`src/rtl/execute_stage_if.sv`:
```
// ID/EX consumer bundle for the execute stage: decode controls, operands,
// forwarding sources, branch/stall outputs towards fetch/decode and the EX/MEM register.
interface execute_stage_if #(
    parameter int XLEN = 32,
    parameter int RNUM = 5
);
    logic [2:0]      ALU_CONTROL;
    logic [1:0]      ALU_SRC2;
    logic            BRN_COND;
    logic            MEM_WE;
    logic            DE_WE;
    logic            MEM_REG;
    logic [XLEN-1:0] D1;
    logic [XLEN-1:0] D2;
    logic [24:0]     Imm;
    logic [XLEN-1:0] PC_EX;
    logic [RNUM-1:0] RS1_EX;
    logic [RNUM-1:0] RS2_EX;
    logic [RNUM-1:0] RS1_D;
    logic [RNUM-1:0] RS2_D;
    logic [XLEN-1:0] FWD_M_D;
    logic [RNUM-1:0] FWD_M_A;
    logic            FWD_M_WE;
    logic [XLEN-1:0] WB_D;
    logic [RNUM-1:0] WB_A;
    logic            WB_WE;
    logic            BRN_TAKEN;
    logic [XLEN-1:0] BRN_TARGET;
    logic            FLUSH;
    logic            STALL;
    logic [XLEN-1:0] ALU_OUT_M;
    logic [XLEN-1:0] WDATA_M;
    logic [RNUM-1:0] RD_M;
    logic            MEM_WE_M;
    logic            DE_WE_M;
    logic            MEM_REG_M;

    modport master (
        output ALU_CONTROL, ALU_SRC2, BRN_COND, MEM_WE, DE_WE, MEM_REG,
               D1, D2, Imm, PC_EX, RS1_EX, RS2_EX, RS1_D, RS2_D,
               FWD_M_D, FWD_M_A, FWD_M_WE, WB_D, WB_A, WB_WE,
        input  BRN_TAKEN, BRN_TARGET, FLUSH, STALL,
               ALU_OUT_M, WDATA_M, RD_M, MEM_WE_M, DE_WE_M, MEM_REG_M
    );

    modport slave (
        input  ALU_CONTROL, ALU_SRC2, BRN_COND, MEM_WE, DE_WE, MEM_REG,
               D1, D2, Imm, PC_EX, RS1_EX, RS2_EX, RS1_D, RS2_D,
               FWD_M_D, FWD_M_A, FWD_M_WE, WB_D, WB_A, WB_WE,
        output BRN_TAKEN, BRN_TARGET, FLUSH, STALL,
               ALU_OUT_M, WDATA_M, RD_M, MEM_WE_M, DE_WE_M, MEM_REG_M
    );
endinterface

```
`src/rtl/execute_stage.sv`:
```
// Execute stage: operand forwarding, immediate rebuild, ALU, branch resolution,
// load-use stall detection and the EX/MEM pipeline register.
module execute_stage #(
    parameter int XLEN = 32,
    parameter int RNUM = 5
) (
    input logic          clk,
    input logic          rst,
    execute_stage_if.slave bus
);

    function automatic logic [XLEN-1:0] fwd_sel(
        input logic [RNUM-1:0] rs,
        input logic [XLEN-1:0] rf_data,
        input logic            m_we,
        input logic [RNUM-1:0] m_a,
        input logic [XLEN-1:0] m_d,
        input logic            wb_we,
        input logic [RNUM-1:0] wb_a,
        input logic [XLEN-1:0] wb_d
    );
        logic [XLEN-1:0] res;
        res = rf_data;
        if (rs != '0) begin
            if (m_we && (m_a == rs))
                res = m_d;
            else if (wb_we && (wb_a == rs))
                res = wb_d;
        end
        return res;
    endfunction

    function automatic logic [XLEN-1:0] alu(
        input logic [2:0]             op,
        input logic signed [XLEN-1:0] a,
        input logic signed [XLEN-1:0] b
    );
        logic [XLEN-1:0] res;
        case (op)
            3'b000:  res = a + b;
            3'b001:  res = a - b;
            3'b010:  res = a & b;
            3'b011:  res = a | b;
            3'b100:  res = a ^ b;
            3'b101:  res = a << b[4:0];
            3'b110:  res = a >> b[4:0];
            default: res = {{(XLEN-1){1'b0}}, (a < b)};
        endcase
        return res;
    endfunction

    function automatic logic br_cmp(
        input logic [2:0]             f3,
        input logic signed [XLEN-1:0] a,
        input logic signed [XLEN-1:0] b
    );
        logic res;
        case (f3)
            3'b000:  res = (a == b);
            3'b001:  res = (a != b);
            3'b100:  res = (a < b);
            3'b101:  res = (a >= b);
            3'b110:  res = ($unsigned(a) < $unsigned(b));
            3'b111:  res = ($unsigned(a) >= $unsigned(b));
            default: res = 1'b0;
        endcase
        return res;
    endfunction

    logic [RNUM-1:0]        w_rd;
    logic [2:0]             w_funct3;
    logic signed [XLEN-1:0] w_imm_i;
    logic signed [XLEN-1:0] w_imm_s;
    logic signed [XLEN-1:0] w_imm_u;
    logic signed [XLEN-1:0] w_imm_b;
    logic signed [XLEN-1:0] w_op_a;
    logic signed [XLEN-1:0] w_fwd_b;
    logic signed [XLEN-1:0] w_op2;
    logic [XLEN-1:0]        w_alu;
    logic                   w_taken;

    // Imm carries instruction bits [31:7], so instr bit n sits at Imm[n-7]
    assign w_rd     = bus.Imm[4:0];
    assign w_funct3 = bus.Imm[7:5];
    assign w_imm_i  = {{(XLEN-12){bus.Imm[24]}}, bus.Imm[24:13]};
    assign w_imm_s  = {{(XLEN-12){bus.Imm[24]}}, bus.Imm[24:18], bus.Imm[4:0]};
    assign w_imm_u  = {bus.Imm[24:5], 12'b0};
    assign w_imm_b  = {{(XLEN-13){bus.Imm[24]}}, bus.Imm[24], bus.Imm[0],
                       bus.Imm[23:18], bus.Imm[4:1], 1'b0};

    assign w_op_a  = fwd_sel(bus.RS1_EX, bus.D1, bus.FWD_M_WE, bus.FWD_M_A, bus.FWD_M_D,
                             bus.WB_WE, bus.WB_A, bus.WB_D);
    assign w_fwd_b = fwd_sel(bus.RS2_EX, bus.D2, bus.FWD_M_WE, bus.FWD_M_A, bus.FWD_M_D,
                             bus.WB_WE, bus.WB_A, bus.WB_D);

    always_comb begin
        w_op2 = w_fwd_b;
        case (bus.ALU_SRC2)
            2'b01:   w_op2 = w_imm_i;
            2'b10:   w_op2 = w_imm_s;
            2'b11:   w_op2 = w_imm_u;
            default: w_op2 = w_fwd_b;
        endcase
    end

    assign w_alu   = alu(bus.ALU_CONTROL, w_op_a, w_op2);
    assign w_taken = bus.BRN_COND & br_cmp(w_funct3, w_op_a, w_fwd_b);

    assign bus.BRN_TAKEN  = w_taken;
    assign bus.FLUSH      = w_taken;
    assign bus.BRN_TARGET = bus.PC_EX + w_imm_b;
    assign bus.STALL      = bus.MEM_REG & bus.DE_WE & (w_rd != '0) &
                            ((w_rd == bus.RS1_D) | (w_rd == bus.RS2_D));

    logic [XLEN-1:0] r_alu_out_p1;
    logic [XLEN-1:0] r_wdata_p1;
    logic [RNUM-1:0] r_rd_p1;
    logic            r_mem_we_p1;
    logic            r_de_we_p1;
    logic            r_mem_reg_p1;

    // EX -> MEM boundary; async clear drops whatever was in flight
    always_ff @(posedge clk or negedge rst) begin
        if (!rst) begin
            r_alu_out_p1 <= '0;
            r_wdata_p1   <= '0;
            r_rd_p1      <= '0;
            r_mem_we_p1  <= 1'b0;
            r_de_we_p1   <= 1'b0;
            r_mem_reg_p1 <= 1'b0;
        end else begin
            r_alu_out_p1 <= w_alu;
            r_wdata_p1   <= w_fwd_b;
            r_rd_p1      <= w_rd;
            r_mem_we_p1  <= bus.MEM_WE;
            r_de_we_p1   <= bus.DE_WE;
            r_mem_reg_p1 <= bus.MEM_REG;
        end
    end

    assign bus.ALU_OUT_M = r_alu_out_p1;
    assign bus.WDATA_M   = r_wdata_p1;
    assign bus.RD_M      = r_rd_p1;
    assign bus.MEM_WE_M  = r_mem_we_p1;
    assign bus.DE_WE_M   = r_de_we_p1;
    assign bus.MEM_REG_M = r_mem_reg_p1;

endmodule

```
`src/flat_wrapper.sv`:
```
// flat-port wrapper written by rule: the top's interface ports become plain ports
module execute_stage_flat 
#(
    parameter int XLEN = 32,
    parameter int RNUM = 5
)
  (clk, rst, bus_ALU_CONTROL, bus_ALU_SRC2, bus_BRN_COND, bus_MEM_WE, bus_DE_WE, bus_MEM_REG, bus_D1, bus_D2, bus_Imm, bus_PC_EX, bus_RS1_EX, bus_RS2_EX, bus_RS1_D, bus_RS2_D, bus_FWD_M_D, bus_FWD_M_A, bus_FWD_M_WE, bus_WB_D, bus_WB_A, bus_WB_WE, bus_BRN_TAKEN, bus_BRN_TARGET, bus_FLUSH, bus_STALL, bus_ALU_OUT_M, bus_WDATA_M, bus_RD_M, bus_MEM_WE_M, bus_DE_WE_M, bus_MEM_REG_M);
  execute_stage_if #(.XLEN(XLEN), .RNUM(RNUM)) bus_i ();
  input logic clk;
  input logic rst;
  input wire logic [$bits(bus_i.ALU_CONTROL)-1:0] bus_ALU_CONTROL;
  input wire logic [$bits(bus_i.ALU_SRC2)-1:0] bus_ALU_SRC2;
  input wire logic [$bits(bus_i.BRN_COND)-1:0] bus_BRN_COND;
  input wire logic [$bits(bus_i.MEM_WE)-1:0] bus_MEM_WE;
  input wire logic [$bits(bus_i.DE_WE)-1:0] bus_DE_WE;
  input wire logic [$bits(bus_i.MEM_REG)-1:0] bus_MEM_REG;
  input wire logic [$bits(bus_i.D1)-1:0] bus_D1;
  input wire logic [$bits(bus_i.D2)-1:0] bus_D2;
  input wire logic [$bits(bus_i.Imm)-1:0] bus_Imm;
  input wire logic [$bits(bus_i.PC_EX)-1:0] bus_PC_EX;
  input wire logic [$bits(bus_i.RS1_EX)-1:0] bus_RS1_EX;
  input wire logic [$bits(bus_i.RS2_EX)-1:0] bus_RS2_EX;
  input wire logic [$bits(bus_i.RS1_D)-1:0] bus_RS1_D;
  input wire logic [$bits(bus_i.RS2_D)-1:0] bus_RS2_D;
  input wire logic [$bits(bus_i.FWD_M_D)-1:0] bus_FWD_M_D;
  input wire logic [$bits(bus_i.FWD_M_A)-1:0] bus_FWD_M_A;
  input wire logic [$bits(bus_i.FWD_M_WE)-1:0] bus_FWD_M_WE;
  input wire logic [$bits(bus_i.WB_D)-1:0] bus_WB_D;
  input wire logic [$bits(bus_i.WB_A)-1:0] bus_WB_A;
  input wire logic [$bits(bus_i.WB_WE)-1:0] bus_WB_WE;
  output wire logic [$bits(bus_i.BRN_TAKEN)-1:0] bus_BRN_TAKEN;
  output wire logic [$bits(bus_i.BRN_TARGET)-1:0] bus_BRN_TARGET;
  output wire logic [$bits(bus_i.FLUSH)-1:0] bus_FLUSH;
  output wire logic [$bits(bus_i.STALL)-1:0] bus_STALL;
  output wire logic [$bits(bus_i.ALU_OUT_M)-1:0] bus_ALU_OUT_M;
  output wire logic [$bits(bus_i.WDATA_M)-1:0] bus_WDATA_M;
  output wire logic [$bits(bus_i.RD_M)-1:0] bus_RD_M;
  output wire logic [$bits(bus_i.MEM_WE_M)-1:0] bus_MEM_WE_M;
  output wire logic [$bits(bus_i.DE_WE_M)-1:0] bus_DE_WE_M;
  output wire logic [$bits(bus_i.MEM_REG_M)-1:0] bus_MEM_REG_M;
  assign bus_i.ALU_CONTROL = bus_ALU_CONTROL;
  assign bus_i.ALU_SRC2 = bus_ALU_SRC2;
  assign bus_i.BRN_COND = bus_BRN_COND;
  assign bus_i.MEM_WE = bus_MEM_WE;
  assign bus_i.DE_WE = bus_DE_WE;
  assign bus_i.MEM_REG = bus_MEM_REG;
  assign bus_i.D1 = bus_D1;
  assign bus_i.D2 = bus_D2;
  assign bus_i.Imm = bus_Imm;
  assign bus_i.PC_EX = bus_PC_EX;
  assign bus_i.RS1_EX = bus_RS1_EX;
  assign bus_i.RS2_EX = bus_RS2_EX;
  assign bus_i.RS1_D = bus_RS1_D;
  assign bus_i.RS2_D = bus_RS2_D;
  assign bus_i.FWD_M_D = bus_FWD_M_D;
  assign bus_i.FWD_M_A = bus_FWD_M_A;
  assign bus_i.FWD_M_WE = bus_FWD_M_WE;
  assign bus_i.WB_D = bus_WB_D;
  assign bus_i.WB_A = bus_WB_A;
  assign bus_i.WB_WE = bus_WB_WE;
  assign bus_BRN_TAKEN = bus_i.BRN_TAKEN;
  assign bus_BRN_TARGET = bus_i.BRN_TARGET;
  assign bus_FLUSH = bus_i.FLUSH;
  assign bus_STALL = bus_i.STALL;
  assign bus_ALU_OUT_M = bus_i.ALU_OUT_M;
  assign bus_WDATA_M = bus_i.WDATA_M;
  assign bus_RD_M = bus_i.RD_M;
  assign bus_MEM_WE_M = bus_i.MEM_WE_M;
  assign bus_DE_WE_M = bus_i.DE_WE_M;
  assign bus_MEM_REG_M = bus_i.MEM_REG_M;
  execute_stage #(.XLEN(XLEN), .RNUM(RNUM)) u_core (.clk(clk), .rst(rst), .bus(bus_i));
endmodule
```
`config.mk`:
```
export PLATFORM = sky130hd
export DESIGN_NAME = execute_stage_flat
export DESIGN_NICKNAME = d
export VERILOG_FILES = /design/src/rtl/execute_stage_if.sv /design/src/rtl/execute_stage.sv /design/src/flat_wrapper.sv
export SDC_FILE = /design/constraint.sdc
export NUM_CORES = 1
export LEC_CHECK = 0
export ABC_AREA = 1
export CORE_UTILIZATION = 27
export DETAILED_ROUTE_END_ITERATION = 8
export GPL_ROUTABILITY_DRIVEN = 0
export PLACE_DENSITY_LB_ADDON = 0.08
export SLEW_MARGIN = 5
export SYNTH_ARGS = -nofsm -noshare
export SYNTH_HDL_FRONTEND = slang
export SYNTH_SLANG_ARGS = --single-unit
export TNS_END_PERCENT = 5
```
`constraint.sdc`:
```
create_clock -name clk -period 8.68 [get_ports clk]
set_clock_uncertainty 0.1 [all_clocks]
set_input_delay 1.302 -clock clk [delete_from_list [all_inputs] [get_ports clk]]
set_output_delay 1.302 -clock clk [all_outputs]
set_load 0.01 [all_outputs]
```
==> run_summary.xml <==
<?xml version="1.0" encoding="UTF-8"?>
<metrics>
  <group name="run_status">
    <metric name="run_status" unit="">completed</metric>
  </group>
  <group name="global_route">
    <metric name="antenna_found_initial" unit="">10</metric>
    <metric name="globalRoute.totalOverflow" unit="">0</metric>
    <metric name="grt_max_degree" unit="">67</metric>
    <metric name="grtUsageTotal" unit="%">29.4</metric>
    <metric name="first_global_vias" unit="">19300</metric>
    <metric name="grt_pass1_wl" unit="microns">129000</metric>
  </group>
  <group name="floorplan">
    <metric name="core_region_area" unit="sq um">56900</metric>
    <metric name="io-pin-count" unit="">335</metric>
    <metric name="die_y" unit="microns">243</metric>
    <metric name="rows" unit="">87</metric>
    <metric name="dieWidth" unit="microns">243</metric>
    <metric name="die_area" unit="sq um">59000</metric>
    <metric name="initial_utilization" unit="%">27.5</metric>
  </group>
  <group name="critical_path">
    <metric name="critPathArrivalTime" unit="ns">6.54</metric>
    <metric name="crit_chain" unit="">clkdlybuf4s50_1, inv_1, nand2_1, o21ai_1, nor2_1, nand3_2, a21oi_4, nor2_1, nor2_2, inv_2, ha_1, nand2_1, inv_1, nand3_1, nor3_1, inv_1, nor3_1, nand2_1, nand2_1, nand2_1, nand3_1, nand3_1, a31oi_1, clkdlybuf4s50_1</metric>
    <metric name="worst_setup_path_start_kind" unit="">primary input</metric>
    <metric name="crit_buf_inv" unit="">6</metric>
    <metric name="criticalPathCategory" unit="">in2out</metric>
    <metric name="worstPathRequired" unit="ns">7.28</metric>
    <metric name="critPathCaptureType" unit="">primary output</metric>
    <metric name="cp_max_fo" unit="">21</metric>
    <metric name="critical-path-max-stage-delay" unit="ns">0.63</metric>
    <metric name="critical-path-slowest-cell" unit="">sky130_fd_sc_hd__clkdlybuf4s50_1</metric>
    <metric name="critical_path.top_delay_family" unit="">simple AND/OR/NAND/NOR gates</metric>
    <metric name="worst_path_most_repeated_cell" unit="">sky130_fd_sc_hd__nand2_1</metric>
  </group>
  <group name="sta">
    <metric name="postLayoutSetupSlackWorst" unit="ns">0.741</metric>
    <metric name="achievable-frequency" unit="MHz">126</metric>
    <metric name="slew_headroom" unit="%">33.2</metric>
    <metric name="grt_setup_unrepaired" unit="">false</metric>
    <metric name="worst_pin_slew" unit="ns">0.995</metric>
    <metric name="setup-violations-final" unit="">0</metric>
    <metric name="finalSetupTns" unit="ns">0</metric>
    <metric name="final_count_of_pins_violating_max_slew" unit="">0</metric>
    <metric name="post-route-period-util" unit="%">91.5</metric>
    <metric name="total_count_of_hold_check_failures_in_the_final_report" unit="">0</metric>
    <metric name="final_worst_hold_slack" unit="ns">0.675</metric>
    <metric name="min_cycle_time_layout" unit="ns">7.94</metric>
  </group>
  <group name="power_and_ir_drop">
    <metric name="ir_drop" unit="mV">0.109</metric>
    <metric name="share_comb_of_total_power" unit="%">67.8</metric>
    <metric name="p_sw_share" unit="%">50.9</metric>
    <metric name="cellPowerDensity" unit="nW/um^2">128</metric>
    <metric name="intPower" unit="mW">1.26</metric>
    <metric name="seqPwrFrac" unit="%">15.4</metric>
    <metric name="power.total" unit="mW">2.56</metric>
    <metric name="clock_network_power_share" unit="%">16.8</metric>
    <metric name="power_leakage" unit="nW">9.57</metric>
    <metric name="p_sw" unit="mW">1.30</metric>
  </group>
  <group name="routing">
    <metric name="antenna_violating_nets_post_route" unit="">0</metric>
    <metric name="number_of_iterations_in_the_first_detailed_routing_pass" unit="">8</metric>
    <metric name="vias_per_cell" unit="">5.43</metric>
    <metric name="via_count" unit="">20200</metric>
    <metric name="wl_per_cell" unit="microns">23.9</metric>
    <metric name="finalWirelength" unit="microns">89100</metric>
    <metric name="detail_route.iter0.violations" unit="">2390</metric>
    <metric name="drc" unit="">0</metric>
  </group>
  <group name="clock_tree">
    <metric name="cts_num_sinks" unit="">72</metric>
    <metric name="cts_hold_buf" unit="">0</metric>
    <metric name="cts-root-to-sink-buffers" unit="">2</metric>
    <metric name="root_buffer_selected_by_cts" unit="">sky130_fd_sc_hd__clkbuf_16</metric>
    <metric name="tritoncts" unit="">yes</metric>
    <metric name="cts_buffers" unit="">9</metric>
    <metric name="postCtsSetupRepairBufs" unit="">0</metric>
    <metric name="cts-htree-levels" unit="">3</metric>
    <metric name="worst_setup_hold_path_clk_slew" unit="ns">0.07</metric>
    <metric name="cts_repair_resize_count" unit="">0</metric>
  </group>
  <group name="hold_path">
    <metric name="hold_path_class" unit="">in2async</metric>
  </group>
  <group name="place">
    <metric name="place_hpwl" unit="microns">72800</metric>
    <metric name="placement.setup.worst_slack" unit="ns">0.880</metric>
    <metric name="number_of_buffer_cells_added_on_primary_ports" unit="">332</metric>
    <metric name="detailed_place.area" unit="sq um">19700</metric>
    <metric name="dp_cells" unit="">3706</metric>
  </group>
  <group name="synthesis">
    <metric name="count_of_different_cell_masters_after_synthesis" unit="">61</metric>
    <metric name="avgSynthCellArea" unit="sq um">5.81</metric>
    <metric name="postSynthRegisterBits" unit="">72</metric>
    <metric name="synth_cells" unit="">2698</metric>
    <metric name="synth-edff-count" unit="">0</metric>
    <metric name="yosys_most_used_dff" unit="">sky130_fd_sc_hd__dfrtp_1</metric>
    <metric name="synth_seq_area_share" unit="%">11.5</metric>
    <metric name="ys_warn_count" unit="">0</metric>
    <metric name="synth_nets" unit="">3101</metric>
    <metric name="postSynth.asyncResetShare" unit="%">100</metric>
    <metric name="syn-cell-area" unit="sq um">15700</metric>
  </group>
  <group name="final_layout">
    <metric name="finish.instance_area" unit="sq um">20000</metric>
    <metric name="layout-drive-gt1-share" unit="%">5.16</metric>
    <metric name="layout-area-overhead-vs-synth" unit="%">27.6</metric>
    <metric name="final_net_count" unit="">3364</metric>
    <metric name="area.sequential" unit="sq um">1800</metric>
    <metric name="final_standard_cell_utilization_of_the_core" unit="%">35.1</metric>
    <metric name="multi_input_comb_area" unit="sq um">12000</metric>
    <metric name="layoutNonFillerInstCount" unit="">3728</metric>
    <metric name="number_of_filler_instances_in_the_final_layout" unit="">6280</metric>
  </group>
  <group name="job">
    <metric name="maxCapViolCount" unit="">0</metric>
  </group>
</metrics>
-- power by group through the flow --
stage               Clock, mW  Combinational [mW]  Sequential, mW
global route            0.452                1.87           0.400
CTS                     0.440                1.70           0.397
global placement            0                1.69           0.402
detailed placement          0                1.69           0.402
finish                  0.430                1.74           0.396
floorplan                   0               0.939           0.425
-- registers in the layout, indices dropped and copies added, names as in the netlist --
| name | flops |
|---|---|
| u_core.bus.ALU_OUT_M | 32 |
| u_core.bus.WDATA_M | 32 |
| u_core.bus.MEM_WE_M | 1 |
| u_core.bus.DE_WE_M | 1 |
| u_core.bus.MEM_REG_M | 1 |
| u_core.bus.RD_M | 5 |
-- synthesized netlist by cell type (3+ instances only) --
cell                        count  share of area [%]
sky130_fd_sc_hd__o21bai_1       9               0.43
sky130_fd_sc_hd__a2111oi_0      3               0.17
sky130_fd_sc_hd__buf_4          9               0.43
sky130_fd_sc_hd__xor2_1        30                1.7
sky130_fd_sc_hd__nand2_2        9               0.36
sky130_fd_sc_hd__nor2_1       258                6.2
sky130_fd_sc_hd__a21o_1         7               0.34
sky130_fd_sc_hd__nand3_1      399                 13
sky130_fd_sc_hd__nor4_1        10               0.40
sky130_fd_sc_hd__inv_2         20               0.48
sky130_fd_sc_hd__o21a_1        14               0.67
sky130_fd_sc_hd__ha_1         172                 14
sky130_fd_sc_hd__o211ai_1      13               0.62
sky130_fd_sc_hd__o21ai_0      195                6.2
sky130_fd_sc_hd__nand2_4        5               0.36
sky130_fd_sc_hd__nand2_1      569                 14
sky130_fd_sc_hd__clkbuf_1      63                1.5
sky130_fd_sc_hd__a21boi_0      11               0.53
sky130_fd_sc_hd__buf_2         44                1.4
sky130_fd_sc_hd__inv_1        320                7.7
sky130_fd_sc_hd__a211oi_1       5               0.24
sky130_fd_sc_hd__or2_2         11               0.44
sky130_fd_sc_hd__buf_6         10               0.72
sky130_fd_sc_hd__xnor2_1       14               0.78
sky130_fd_sc_hd__nor3_1        21               0.67
sky130_fd_sc_hd__o221ai_1       4               0.22
sky130_fd_sc_hd__fa_1           3               0.38
sky130_fd_sc_hd__a21oi_1      216                6.9
sky130_fd_sc_hd__a31oi_1       16               0.64
sky130_fd_sc_hd__a221oi_1      22                1.2
sky130_fd_sc_hd__dfrtp_1       72                 11
sky130_fd_sc_hd__o22ai_1       10               0.40
sky130_fd_sc_hd__nand3b_1       7               0.34
sky130_fd_sc_hd__nor2_2        11               0.44
sky130_fd_sc_hd__nand4_1       39                1.6
sky130_fd_sc_hd__o2111ai_1      4               0.22
sky130_fd_sc_hd__o21ai_1       26               0.83
sky130_fd_sc_hd__nor2_4         7               0.50
sky130_fd_sc_hd__nand3_2       11               0.70
-- layout by cell type, fill, tap and decap left out, types with 8 or more instances in the layout --
master	netlist	routed
sky130_fd_sc_hd__xor2_1	30	30
sky130_fd_sc_hd__o21ai_0	195	194
sky130_fd_sc_hd__dfrtp_1	72	72
sky130_fd_sc_hd__a31oi_1	16	16
sky130_fd_sc_hd__nand3_2	11	11
sky130_fd_sc_hd__inv_2	20	20
sky130_fd_sc_hd__ha_1	172	172
sky130_fd_sc_hd__nand4_1	39	39
sky130_fd_sc_hd__o21bai_1	9	9
sky130_fd_sc_hd__nor2_1	258	257
sky130_fd_sc_hd__a21oi_1	216	216
sky130_fd_sc_hd__clkbuf_16	0	9
sky130_fd_sc_hd__buf_4	9	48
sky130_fd_sc_hd__inv_1	320	320
sky130_fd_sc_hd__xnor2_1	14	14
sky130_fd_sc_hd__nor4_1	10	10
sky130_fd_sc_hd__o21a_1	14	14
sky130_fd_sc_hd__nand2_2	9	9
sky130_fd_sc_hd__nor2_2	11	11
sky130_fd_sc_hd__a21boi_0	11	11
sky130_fd_sc_hd__clkdlybuf4s50_1	0	331
sky130_fd_sc_hd__nor3_1	21	20
sky130_fd_sc_hd__o22ai_1	10	10
sky130_fd_sc_hd__o211ai_1	13	13
sky130_fd_sc_hd__nand2_1	569	569
sky130_fd_sc_hd__nand3_1	399	399
sky130_fd_sc_hd__o21ai_1	26	26
sky130_fd_sc_hd__nor2_4	7	8
sky130_fd_sc_hd__or2_2	11	11
sky130_fd_sc_hd__a221oi_1	22	22
-- logic make-up (layout without fill, tap and decap cells) --
group / Yosys count / after routing / share of synthesized area, %
compound gates: 573 / 573 / 20.7
xor+xnor: 44 / 44 / 2.46
fa+ha+maj: 175 / 175 / 14.1
buf+inv: 469 / 736 / 12.4
flops: 72 / 72 / 11.5
other cells: 0 / 7 / 0
simple gates: 1365 / 1365 / 38.8
-- final timing paths --
check	startpoint	end	depth (start not counted)
max in group asynchronous	rst	u_core.bus.ALU_OUT_M[10]$_DFF_PN0_	2
max	bus_FWD_M_A[2]	bus_BRN_TAKEN	24
min in group clk	bus_MEM_WE	u_core.bus.MEM_WE_M$_DFF_PN0_	1
min	rst	u_core.bus.WDATA_M[12]$_DFF_PN0_	1
-- metal layers --
| layer | GRT usage, % | share of wire (%) | up-vias |
|---|---|---|---|
| met5 | 0 | 0 | - |
| met4 | 12.4 | 4.2 | 0 |
| met3 | 4.46 | 8.0 | 151 |
| met2 | 47.2 | 45 | 982 |
| met1 | 38.9 | 43 | 9526 |
| li1 | - | - | 9567 |
-- area by class of cell --
class,instances,share of cell area [%]
antenna,7,0.0876
clock buffer,10,1.19
clock inverter,5,0.407
inverter,342,6.43
multi-input combinational,2157,59.8
sequential,72,9.01
tap,756,4.73
timing repair buffer,379,18.4
Power figures use the tool's default switching activity.
